File: src/rtl/cc_pkg.sv
// Shared types and pattern-record layout for the CC pattern driver.
package cc_pkg;

    // Board and test geometry
    localparam int unsigned N_CELLS  = 36;
    localparam int unsigned N_STRIPE = 4;
    localparam int unsigned N_ACT    = 10;
    localparam int unsigned TIMEOUT  = 500;

    // Field widths
    localparam int unsigned PAT_W   = 223;
    localparam int unsigned COLOR_W = 3;
    localparam int unsigned POS_W   = 3;
    localparam int unsigned ACT_W   = 2;
    localparam int unsigned SCORE_W = 7;

    // MSB of each field group; entry 0 of every group sits at its MSB
    localparam int unsigned COLOR_MSB       = 222;
    localparam int unsigned STRIPE_ROW_MSB  = 114;
    localparam int unsigned STRIPE_COL_MSB  = 102;
    localparam int unsigned STRIPE_TYPE_MSB = 90;
    localparam int unsigned ACT_ROW_MSB     = 86;
    localparam int unsigned ACT_COL_MSB     = 56;
    localparam int unsigned ACT_CODE_MSB    = 26;
    localparam int unsigned SCORE_MSB       = 6;

    typedef enum logic [2:0] {
        StIdle,
        StBoard,
        StGap,
        StAct,
        StWait,
        StReport
    } state_e;

endpackage

File: src/rtl/cc_pattern_unpack.sv
// Combinational field select from the latched pattern word by cell/action index.
module cc_pattern_unpack
    import cc_pkg::*;
(
    input  logic [PAT_W-1:0]   pat_i,
    input  logic [5:0]         cell_idx_i,
    input  logic [3:0]         act_idx_i,
    output logic [COLOR_W-1:0] color_o,
    output logic [POS_W-1:0]   stripe_row_o,
    output logic [POS_W-1:0]   stripe_col_o,
    output logic               stripe_type_o,
    output logic [POS_W-1:0]   act_row_o,
    output logic [POS_W-1:0]   act_col_o,
    output logic [ACT_W-1:0]   act_code_o,
    output logic [SCORE_W-1:0] expected_o
);

    // Cell colour and stripe entry; stripe fields read as 0 beyond the stripe list
    always_comb begin
        color_o       = '0;
        stripe_row_o  = '0;
        stripe_col_o  = '0;
        stripe_type_o = 1'b0;
        for (int k = 0; k < N_CELLS; k++) begin
            if (cell_idx_i == 6'(k)) begin
                color_o = pat_i[COLOR_MSB - COLOR_W * k -: COLOR_W];
            end
        end
        for (int k = 0; k < N_STRIPE; k++) begin
            if (cell_idx_i == 6'(k)) begin
                stripe_row_o  = pat_i[STRIPE_ROW_MSB - POS_W * k -: POS_W];
                stripe_col_o  = pat_i[STRIPE_COL_MSB - POS_W * k -: POS_W];
                stripe_type_o = pat_i[STRIPE_TYPE_MSB - k];
            end
        end
    end

    // Action entry selected by action index
    always_comb begin
        act_row_o  = '0;
        act_col_o  = '0;
        act_code_o = '0;
        for (int j = 0; j < N_ACT; j++) begin
            if (act_idx_i == 4'(j)) begin
                act_row_o  = pat_i[ACT_ROW_MSB - POS_W * j -: POS_W];
                act_col_o  = pat_i[ACT_COL_MSB - POS_W * j -: POS_W];
                act_code_o = pat_i[ACT_CODE_MSB - ACT_W * j -: ACT_W];
            end
        end
    end

    assign expected_o = pat_i[SCORE_MSB -: SCORE_W];

endmodule

File: src/rtl/cc_pattern_driver.sv
// Drives one pattern into the CC block (board phase, gap, action phase), then
// waits for the score and reports pass/fail with error bits.
module cc_pattern_driver
    import cc_pkg::*;
(
    input  logic         clk,
    input  logic         rst_n,
    input  logic         pat_valid,
    output logic         pat_ready,
    input  logic [222:0] pat_data,
    output logic         in_valid_1,
    output logic         in_valid_2,
    output logic [2:0]   in_color,
    output logic [5:0]   in_starting_pos,
    output logic         in_stripe,
    output logic [1:0]   in_action,
    input  logic         out_valid,
    input  logic [6:0]   out_score,
    output logic         done,
    output logic         pass,
    output logic [2:0]   err_code,
    output logic [9:0]   pass_count
);

    state_e             state_q, state_d;
    logic [PAT_W-1:0]   pat_q, pat_d;
    logic [5:0]         cell_idx_q, cell_idx_d;
    logic [3:0]         act_idx_q, act_idx_d;
    logic [8:0]         timer_q, timer_d;
    logic [SCORE_W-1:0] score_q, score_d;
    logic               timeout_q, timeout_d;
    logic               err_hold_q, err_hold_d;
    logic [9:0]         pass_count_q, pass_count_d;

    logic [COLOR_W-1:0] u_color;
    logic [POS_W-1:0]   u_stripe_row, u_stripe_col, u_act_row, u_act_col;
    logic               u_stripe_type;
    logic [ACT_W-1:0]   u_act_code;
    logic [SCORE_W-1:0] u_expected;

    logic last_cell, last_act, timer_expired;
    logic report_err2, mismatch, pass_ok;

    cc_pattern_unpack u_unpack (
        .pat_i         (pat_q),
        .cell_idx_i    (cell_idx_q),
        .act_idx_i     (act_idx_q),
        .color_o       (u_color),
        .stripe_row_o  (u_stripe_row),
        .stripe_col_o  (u_stripe_col),
        .stripe_type_o (u_stripe_type),
        .act_row_o     (u_act_row),
        .act_col_o     (u_act_col),
        .act_code_o    (u_act_code),
        .expected_o    (u_expected)
    );

    assign last_cell     = (cell_idx_q == 6'(N_CELLS - 1));
    assign last_act      = (act_idx_q == 4'(N_ACT - 1));
    assign timer_expired = (timer_q == 9'(TIMEOUT - 1));

    // A second out_valid cycle lands in REPORT, so it is folded in live here
    assign report_err2 = err_hold_q | out_valid;
    assign mismatch    = !timeout_q && (score_q != u_expected);
    assign pass_ok     = !timeout_q && !mismatch && !report_err2;

    // State register
    always_ff @(posedge clk) begin
        if (!rst_n) begin
            state_q <= StIdle;
        end else begin
            state_q <= state_d;
        end
    end

    // Next-state logic
    always_comb begin
        state_d = state_q;
        case (state_q)
            StIdle:   if (pat_valid) state_d = StBoard;
            StBoard:  if (last_cell) state_d = StGap;
            StGap:    state_d = StAct;
            StAct:    if (last_act) state_d = StWait;
            StWait:   if (out_valid || timer_expired) state_d = StReport;
            StReport: state_d = StIdle;
            default:  state_d = StIdle;
        endcase
    end

    // Datapath registers
    always_ff @(posedge clk) begin
        if (!rst_n) begin
            pat_q        <= '0;
            cell_idx_q   <= '0;
            act_idx_q    <= '0;
            timer_q      <= '0;
            score_q      <= '0;
            timeout_q    <= 1'b0;
            err_hold_q   <= 1'b0;
            pass_count_q <= '0;
        end else begin
            pat_q        <= pat_d;
            cell_idx_q   <= cell_idx_d;
            act_idx_q    <= act_idx_d;
            timer_q      <= timer_d;
            score_q      <= score_d;
            timeout_q    <= timeout_d;
            err_hold_q   <= err_hold_d;
            pass_count_q <= pass_count_d;
        end
    end

    // Datapath next-state: latch, counters, score capture and error flags
    always_comb begin
        pat_d        = pat_q;
        cell_idx_d   = cell_idx_q;
        act_idx_d    = act_idx_q;
        timer_d      = timer_q;
        score_d      = score_q;
        timeout_d    = timeout_q;
        err_hold_d   = err_hold_q;
        pass_count_d = pass_count_q;
        case (state_q)
            StIdle: begin
                if (pat_valid) begin
                    pat_d      = pat_data;
                    cell_idx_d = '0;
                    act_idx_d  = '0;
                    timer_d    = '0;
                    score_d    = '0;
                    timeout_d  = 1'b0;
                    err_hold_d = 1'b0;
                end
            end
            StBoard: begin
                if (!last_cell) cell_idx_d = cell_idx_q + 6'd1;
                if (out_valid) err_hold_d = 1'b1;
            end
            StGap: begin
                if (out_valid) err_hold_d = 1'b1;
            end
            StAct: begin
                if (!last_act) act_idx_d = act_idx_q + 4'd1;
                if (last_act) timer_d = '0;
                if (out_valid) err_hold_d = 1'b1;
            end
            StWait: begin
                if (out_valid) begin
                    score_d = out_score;
                end else begin
                    timer_d = timer_q + 9'd1;
                    if (timer_expired) timeout_d = 1'b1;
                end
            end
            StReport: begin
                if (pass_ok && (pass_count_q != 10'h3ff)) pass_count_d = pass_count_q + 10'd1;
            end
            default: ;
        endcase
    end

    // Outputs; data buses are zero whenever their valid is low
    always_comb begin
        pat_ready       = 1'b0;
        in_valid_1      = 1'b0;
        in_valid_2      = 1'b0;
        in_color        = '0;
        in_starting_pos = '0;
        in_stripe       = 1'b0;
        in_action       = '0;
        done            = 1'b0;
        pass            = 1'b0;
        err_code        = '0;
        case (state_q)
            StIdle: pat_ready = 1'b1;
            StBoard: begin
                in_valid_1      = 1'b1;
                in_color        = u_color;
                in_starting_pos = {u_stripe_row, u_stripe_col};
                in_stripe       = u_stripe_type;
            end
            StAct: begin
                in_valid_2      = 1'b1;
                in_starting_pos = {u_act_row, u_act_col};
                in_action       = u_act_code;
            end
            StReport: begin
                done     = 1'b1;
                pass     = pass_ok;
                err_code = {report_err2, timeout_q, mismatch};
            end
            default: ;
        endcase
    end

    assign pass_count = pass_count_q;

endmodule

File: config.mk
export PLATFORM = sky130hd
export DESIGN_NAME = cc_pattern_driver
export DESIGN_NICKNAME = d
export VERILOG_FILES = /design/src/rtl/cc_pkg.sv /design/src/rtl/cc_pattern_unpack.sv /design/src/rtl/cc_pattern_driver.sv
export SDC_FILE = /design/constraint.sdc
export NUM_CORES = 1
export LEC_CHECK = 0
export ABC_AREA = 1
export CORE_MARGIN = 3
export CORE_UTILIZATION = 46
export DETAILED_ROUTE_END_ITERATION = 8
export HOLD_SLACK_MARGIN = 0.15
export PLACE_DENSITY = 0.87
export SYNTH_ARGS = -nofsm -noshare
export SYNTH_HDL_FRONTEND = slang
export SYNTH_SLANG_ARGS = --single-unit
File: constraint.sdc
create_clock -name clk -period 3.35 [get_ports clk]
set_clock_uncertainty 0.15 [all_clocks]
set_input_delay 0.5025 -clock clk [delete_from_list [all_inputs] [get_ports clk]]
set_output_delay 0.5025 -clock clk [all_outputs]
set_load 0.01 [all_outputs]
==> results.md, run 1 <==
- Utilization after layout: 66.8%
- Routability cong.: 0.937
- Post-synth EDFFs: 0
- Floorplan core area: 25,300 um2
- Critical path's slowest cell: dfxtp_2
- Synth cell count leaders: nand2_1 (421), a21oi_1 (292), dfxtp_1 (264), inv_1 (203), o21ai_0 (185)
- Pins over their slew limit: 0
- Via count: 12,800
- Via count of the first global-routing pass: 12,400
- Die height: 167 um
- Peak Freq: 224 MHz
- Crit Reg-Reg Startpoint: state_q[0]
- Async S/R FF share, synth: 0%
- Worst rel slew slack: 22.2%
- Port Buffer Count: 263
- Yosys warns: 0
- Final Cycle Share: 133%
- Total CTS buffers: 27
- ANT nets after route: 0
- Starting density of the core: 47.0%
- Largest net degree at the start of global routing: 140
- Multi-input gate area: 5960 um2
- Clock latency on the worst-skew pair: 0.54 ns
- Final #Nets: 2,280
- CTS root buffer: clkbuf_16
- Yosys reg bits: 264
- Data arrival time of the critical path: 3.81 ns
- Worst reg2reg path depth: 14
- Crit path buffers/inverters: 3
- Clock transition at path regs: 0.06 ns
- GRT Overall Usage: 25.8%
- Psw: 4.17 mW
- Register share of total power: 36.4%
- Outcome: complete, but fails checks
- Synth Net Count: 1,966
- Fraction of layout cells with a size suffix above 1: 13.1%
- H-Tree Depth: 1
- Clock buffer depth: 3
- Register Area: 5310 um2
- Unique masters post-synth: 33
- Pwr/cell area: 683 nW/um2
- Mapped Cells: 1,722
- Clock power share: 26.8%
- Synth top area share: 44.4%
- Int Pwr: 7.39 mW
- Hold Path Cell Cnt: 3
- Worst min path class: in2reg
- Clock sinks: 264
- Worst Setup Start Kind: register
- Global-route wire length before repair: 60.3 mm
- Slew @ Worst Pin: 1.17 ns
- Logic pwr share: 36.9%
- Mapped Avg Cell Area: 6.91 um2
- Die width: 167 um
- Top-count cell post-synth: nand2_1
- Post-synth top flop: dfxtp_1
- I/O pin cnt: 264
- Critical path type: reg2out
- CP dominant cell by count: nand2_1
- Die area: 27,800 um2
- Maximum VDD drop: 411 uV
- CTS tree: built
- DP HPWL: 26.7 mm
- Largest cells by area after synthesis: dfxtp_1 (44%), nand2_1 (13%), a21oi_1 (12%), o21ai_0 (7.8%), inv_1 (6.4%)
- Wire length per cell: 16.1 um
- Detailed Route Iter0 Violations: 1,257
- Initial antenna violation count: 2
- Critical path startpoint: cell_idx_q[5]
- Total grt overflow: 0
- Final setup margin: -1.11 ns
- Mapped cell area: 11,900 um2
- CP delay by family, top: simple AND/OR/NAND/NOR gates
- Final instance area: 16,900 um2
- RSZ-0062 raised after global routing: true
- Pre-CTS setup slack: -0.921 ns
- Std-Cell Rows: 58
- Switching part of the total: 36.1%
- Final wirelength: 38.5 mm
- HP Start: rst_n
- Total of max-cap violations: 0
- Hold Vio Cnt, Final: 0
- Peak fanout along the critical path: 5
- Minimum clock period: 4.46 ns
- DRC: 0
- Post-synth top area cell: dfxtp_1
- Hold slack: 0.256 ns
- Setup-failing EPs final: 4
- DR vias/cell: 5.38
- Critical path capture point type: output port
- Worst EP required: 2.70 ns
- Initial DRT Pass Iterations: 6
- Synth-to-layout area growth: 42.3%
- Failing checks: setup timing
- Critical path depth: 40
- Dpl cell area: 15,400 um2
- Static leakage power: 6.59 nW
- Filler cell count: 2,009
- Post-synthesis sequential area ratio: 44.4%
- CP peak stage delay: 0.33 ns
==> per-stage QoR <==
stage | TNS (ns) | power (mW) | instances
final | -3.28 | 11.6 | 2386
after global routing | -5.24 | 12.3 | 2386
after detailed placement | -2.71 | 8.01 | 2321
after global placement | -2.23 | 7.88 | 2321
after CTS | -3.22 | 11.2 | 2377
after floorplan | -0.158 | 6.60 | 1722
==> layout make-up <==
cell class                      count  area share (%)
Timing Repair Buffer              371            20.7
Antenna cell                        1          0.0148
Clock inverter                     11           0.821
Multi-Input combinational cell   1162            35.2
Tap cell                          330            2.44
Clock buffer                       37            4.57
Sequential cell                   264            31.4
Inverter                          210            4.89
==> metal layers <==
layer | global-route usage, % | vias up | wire length [um]
met5 | 0 | - | 13
met4 | 11.1 | 2 | 1580
met3 | 4.30 | 111 | 2720
met2 | 43.4 | 574 | 18400
met1 | 32.9 | 5872 | 15800
li1 | - | 6273 | -
==> state kept, by name (all words and copies together) (netlist names) <==
name / cells
act_idx_q: 4
cell_idx_q: 6
err_hold_q: 1
pass_count: 10
pat_q: 223
score_q: 7
state_q: 3
timeout_q: 1
timer_q: 9
==> layout by cell type, fill, tap and decap left out, types with 27 or more instances in the layout <==
cell type        count
dfxtp_1            257
a21oi_1            285
clkdlybuf4s50_1    250
buf_4               93
o21ai_0            175
nor2_1              70
nand3_1             54
nand2_1            411
nor3_1              27
inv_1              193
clkbuf_16           27
==> logic make-up (layout without fill, tap and decap cells) <==
group                      Yosys count  count (layout)  share of synthesized area [%]
AOI/OAI and AO/OA                  525             525                           23.0
DFF                                264             264                           44.4
and+or+nand+nor                    617             617                           21.3
other                                0               1                              0
adders and majority gates           10              10                           1.05
xor gates and xnor gates            10              10                          0.736
buffers and inverters              296             629                           9.44
==> worst register-to-register path, stage by stage, from the launching register on <==
cell and delay, ns:
dfxtp_1 0.37, inv_1 0.10, nor3_1 0.39, inv_1 0.13, nor2_1 0.20, inv_1 0.23
a21oi_1 0.23, inv_1 0.15, nor3_1 0.22, nand2_1 0.13, nor2_1 0.14, inv_1 0.07
nor3_1 0.18, o21ai_0 0.10, a21oi_1 0.10
==> worst paths after layout <==
path                        end  slack, ns
setup reg to reg     timer_q[8]       0.40
hold reg to reg      pat_q[101]       0.30
setup / recovery    in_color[1]      -1.11
hold / removal    pass_count[7]       0.26
==> power by group through the flow <==
stage	clock (mW)	combinational, mW	sequential (mW)
finish	3.09	4.26	4.21
global route	3.26	4.72	4.27
CTS	3.14	3.93	4.18
floorplan	0	2.46	4.14
detailed placement	0	3.78	4.23
global placement	0	3.67	4.21
==> what timing repair did <==
| item | CTS | global route |
|---|---|---|
| gates resized for setup | 91 | 84 |
| setup endpoints to repair | 11 | 11 |
| hold buffers | 0 | 0 |
| pin swaps | 14 | 42 |
| buffers inserted | 8 | 8 |
Note: power is estimated with default switching activity, not from simulation.
==> run 2, diff against run 1 <==
--- a/config.mk
+++ b/config.mk
@@ -6,6 +6,7 @@
 export NUM_CORES = 1
 export LEC_CHECK = 0
 export ABC_AREA = 1
+export CORE_ASPECT_RATIO = 0.7
 export CORE_MARGIN = 3
 export CORE_UTILIZATION = 46
 export DETAILED_ROUTE_END_ITERATION = 8
==> results.md, run 2 (synthesis results as in run 1) <==
- Hold Vio Cnt, Final: 0 (unchanged)
- Critical path's slowest cell: dfxtp_2
- Largest net degree at the start of global routing: 200 (+43%)
- GRT Overall Usage: 27.6% (+1.8 points)
- Static leakage power: 6.73 nW (+2.0%)
- DR vias/cell: 5.42 (+0.80%)
- Final setup margin: -1.21 ns (-0.0908 ns)
- Wire length per cell: 17.1 um (+5.7%)
- Utilization after layout: 67.9% (+1.1 points)
- Final Cycle Share: 136% (+2.7 points)
- CTS root buffer: clkbuf_16
- Total CTS buffers: 26 (-3.7%)
- Final instance area: 17,000 um2 (+0.44%)
- Die width: 198 um (+19%)
- H-Tree Depth: 1 (unchanged)
- CP peak stage delay: 0.36 ns (+0.03 ns)
- Total power: 11.8 mW (+1.8%)
- Slew @ Worst Pin: 0.741 ns (-0.426 ns)
- Detailed Route Iter0 Violations: 1,268 (+0.88%)
- Via count of the first global-routing pass: 12,100 (-2.8%)
- Worst reg2reg path depth: 17 (+3)
- Routability cong.: 0.982 (+4.9%)
- Worst EP required: 2.70 ns (about the same)
- Worst rel slew slack: 50.2% (+28 points)
- Critical path type: reg2out
- Final #Nets: 2,295 (+0.66%)
- Die area: 27,900 um2 (+0.11%)
- Critical path capture point type: output port
- Worst setup path end: in_color[1]
- Starting density of the core: 47.5% (+0.53 points)
- DRC: 0 (unchanged)
- Most flop-heavy register: pat_q
- Most common cell after layout, fill and taps aside: nand2_1
- Failing checks: setup timing
- Maximum VDD drop: 515 uV (+25%)
- Outcome: complete, but fails checks
- Worst min path class: in2reg
- RSZ-0062 raised after global routing: true
- Setup-failing EPs final: 7 (+3)
- ANT nets after route: 0 (unchanged)
- Initial DRT Pass Iterations: 5 (-1)
- Peak Freq: 220 MHz (-2.0%)
- R2R Setup Slk: 0.37 ns (-0.03 ns)
- Critical path startpoint: cell_idx_q[3]
- Pins over their slew limit: 0 (unchanged)
- Dpl cell area: 15,500 um2 (+0.54%)
- Worst Setup Start Kind: register
- Minimum clock period: 4.56 ns (+0.0908 ns)
- Clock transition at path regs: 0.07 ns (about the same)
- Max reg flops: 223 (unchanged)
- Total grt overflow: 0 (unchanged)
- Setup TNS: -3.70 ns (-0.424 ns)
- Port Buffer Count: 263 (unchanged)
- Clock latency on the worst-skew pair: 0.53 ns (about the same)
- Crit Reg-Reg Startpoint: act_idx_q[1]
- Data arrival time of the critical path: 3.90 ns (+0.09 ns)
- Initial antenna violation count: 4 (+2)
- Std-Cell Rows: 48 (-17%)
- Global-route wire length before repair: 62.7 mm (+4.0%)
- Pwr/cell area: 692 nW/um2 (+1.3%)
- Synth-to-layout area growth: 42.9%
- I/O pin cnt: 264 (unchanged)
- Via count: 13,000 (+1.2%)
- Final wirelength: 40.9 mm (+6.2%)
- Commonest cells after routing, fill and taps aside: nand2_1 (411), a21oi_1 (282), dfxtp_1 (256)
- Die height: 141 um (-16%)
- DP HPWL: 29.3 mm (+9.8%)
- Clock buffer depth: 3 (unchanged)
- Floorplan core area: 25,000 um2 (-1.1%)
- Critical R2R Capture: timer_q[8]
- CTS tree: built
- Fraction of layout cells with a size suffix above 1: 13.7% (+0.59 points)
- Peak fanout along the critical path: 4 (-1)
- Total of max-cap violations: 0 (unchanged)
- Clock sinks: 264 (unchanged)
==> run 2: where the power goes <==
group	total (mW)	switching (mW)	internal (mW)
clock network	3.19	1.21	1.97
registers	4.22	0.353	3.87
logic	4.36	2.65	1.72
==> run 2: layout make-up <==
cell class | instances | area, um2
timing repair buffer | 387 | 3620
clock inverter | 7 | 135
sequential | 264 | 5300
antenna | 2 | 5.00
fill | 1935 | 8040
multi-input combinational | 1162 | 5900
tap | 325 | 407
clock buffer | 39 | 812
inverter | 210 | 816
==> run 2: worst min path at each step <==
stage                               end  slack [ns]        from  cells after the start
after floorplan              timer_q[8]        0.27  timer_q[8]                      1
after global placement       pat_q[102]        0.28  pat_q[102]                      2
after detailed placement     pat_q[101]        0.29  pat_q[101]                      2
after CTS                 pass_count[7]        0.21       rst_n                      3
after global routing      pass_count[7]        0.23       rst_n                      3
final                     pass_count[7]        0.22       rst_n                      3
==> run 2: worst max-delay path, delay by kind of cell, from the launching register on <==
kind                   cells  cell delay, ns
flip-flops                 1            0.36
AND/OR/NAND/NOR           32            2.64
buffers and inverters      3            0.31
AO/OA/AOI/OAI              1            0.06
==> run 2: through the flow <==
stage / hold slack [ns] / worst slack [ns] / std cells
detailed placement: 0.294 / -1.02 / 2328
global placement: 0.284 / -0.794 / 2328
CTS: 0.213 / -1.13 / 2388
finish: 0.223 / -1.21 / 2396
floorplan: 0.273 / -0.0606 / 1722
global route: 0.234 / -1.60 / 2396
==> run 2: repair_timing <==
item | CTS | global route
setup endpoints to repair | 11 | 13
hold buffers | 0 | 0
gates resized for setup | 112 | 59
buffers inserted | 17 | 6
pin swaps | 32 | 28
==> run 2: metal layers <==
| metal | global-route usage [%] | vias up | part of all wire (%) |
|---|---|---|---|
| met2 | 41.2 | 614 | 43 |
| met1 | 40.2 | 5985 | 45 |
| met4 | 6.96 | 4 | 2.5 |
| li1 | - | 6299 | - |
| met3 | 6.56 | 87 | 9.8 |
| met5 | 0 | - | 0.066 |
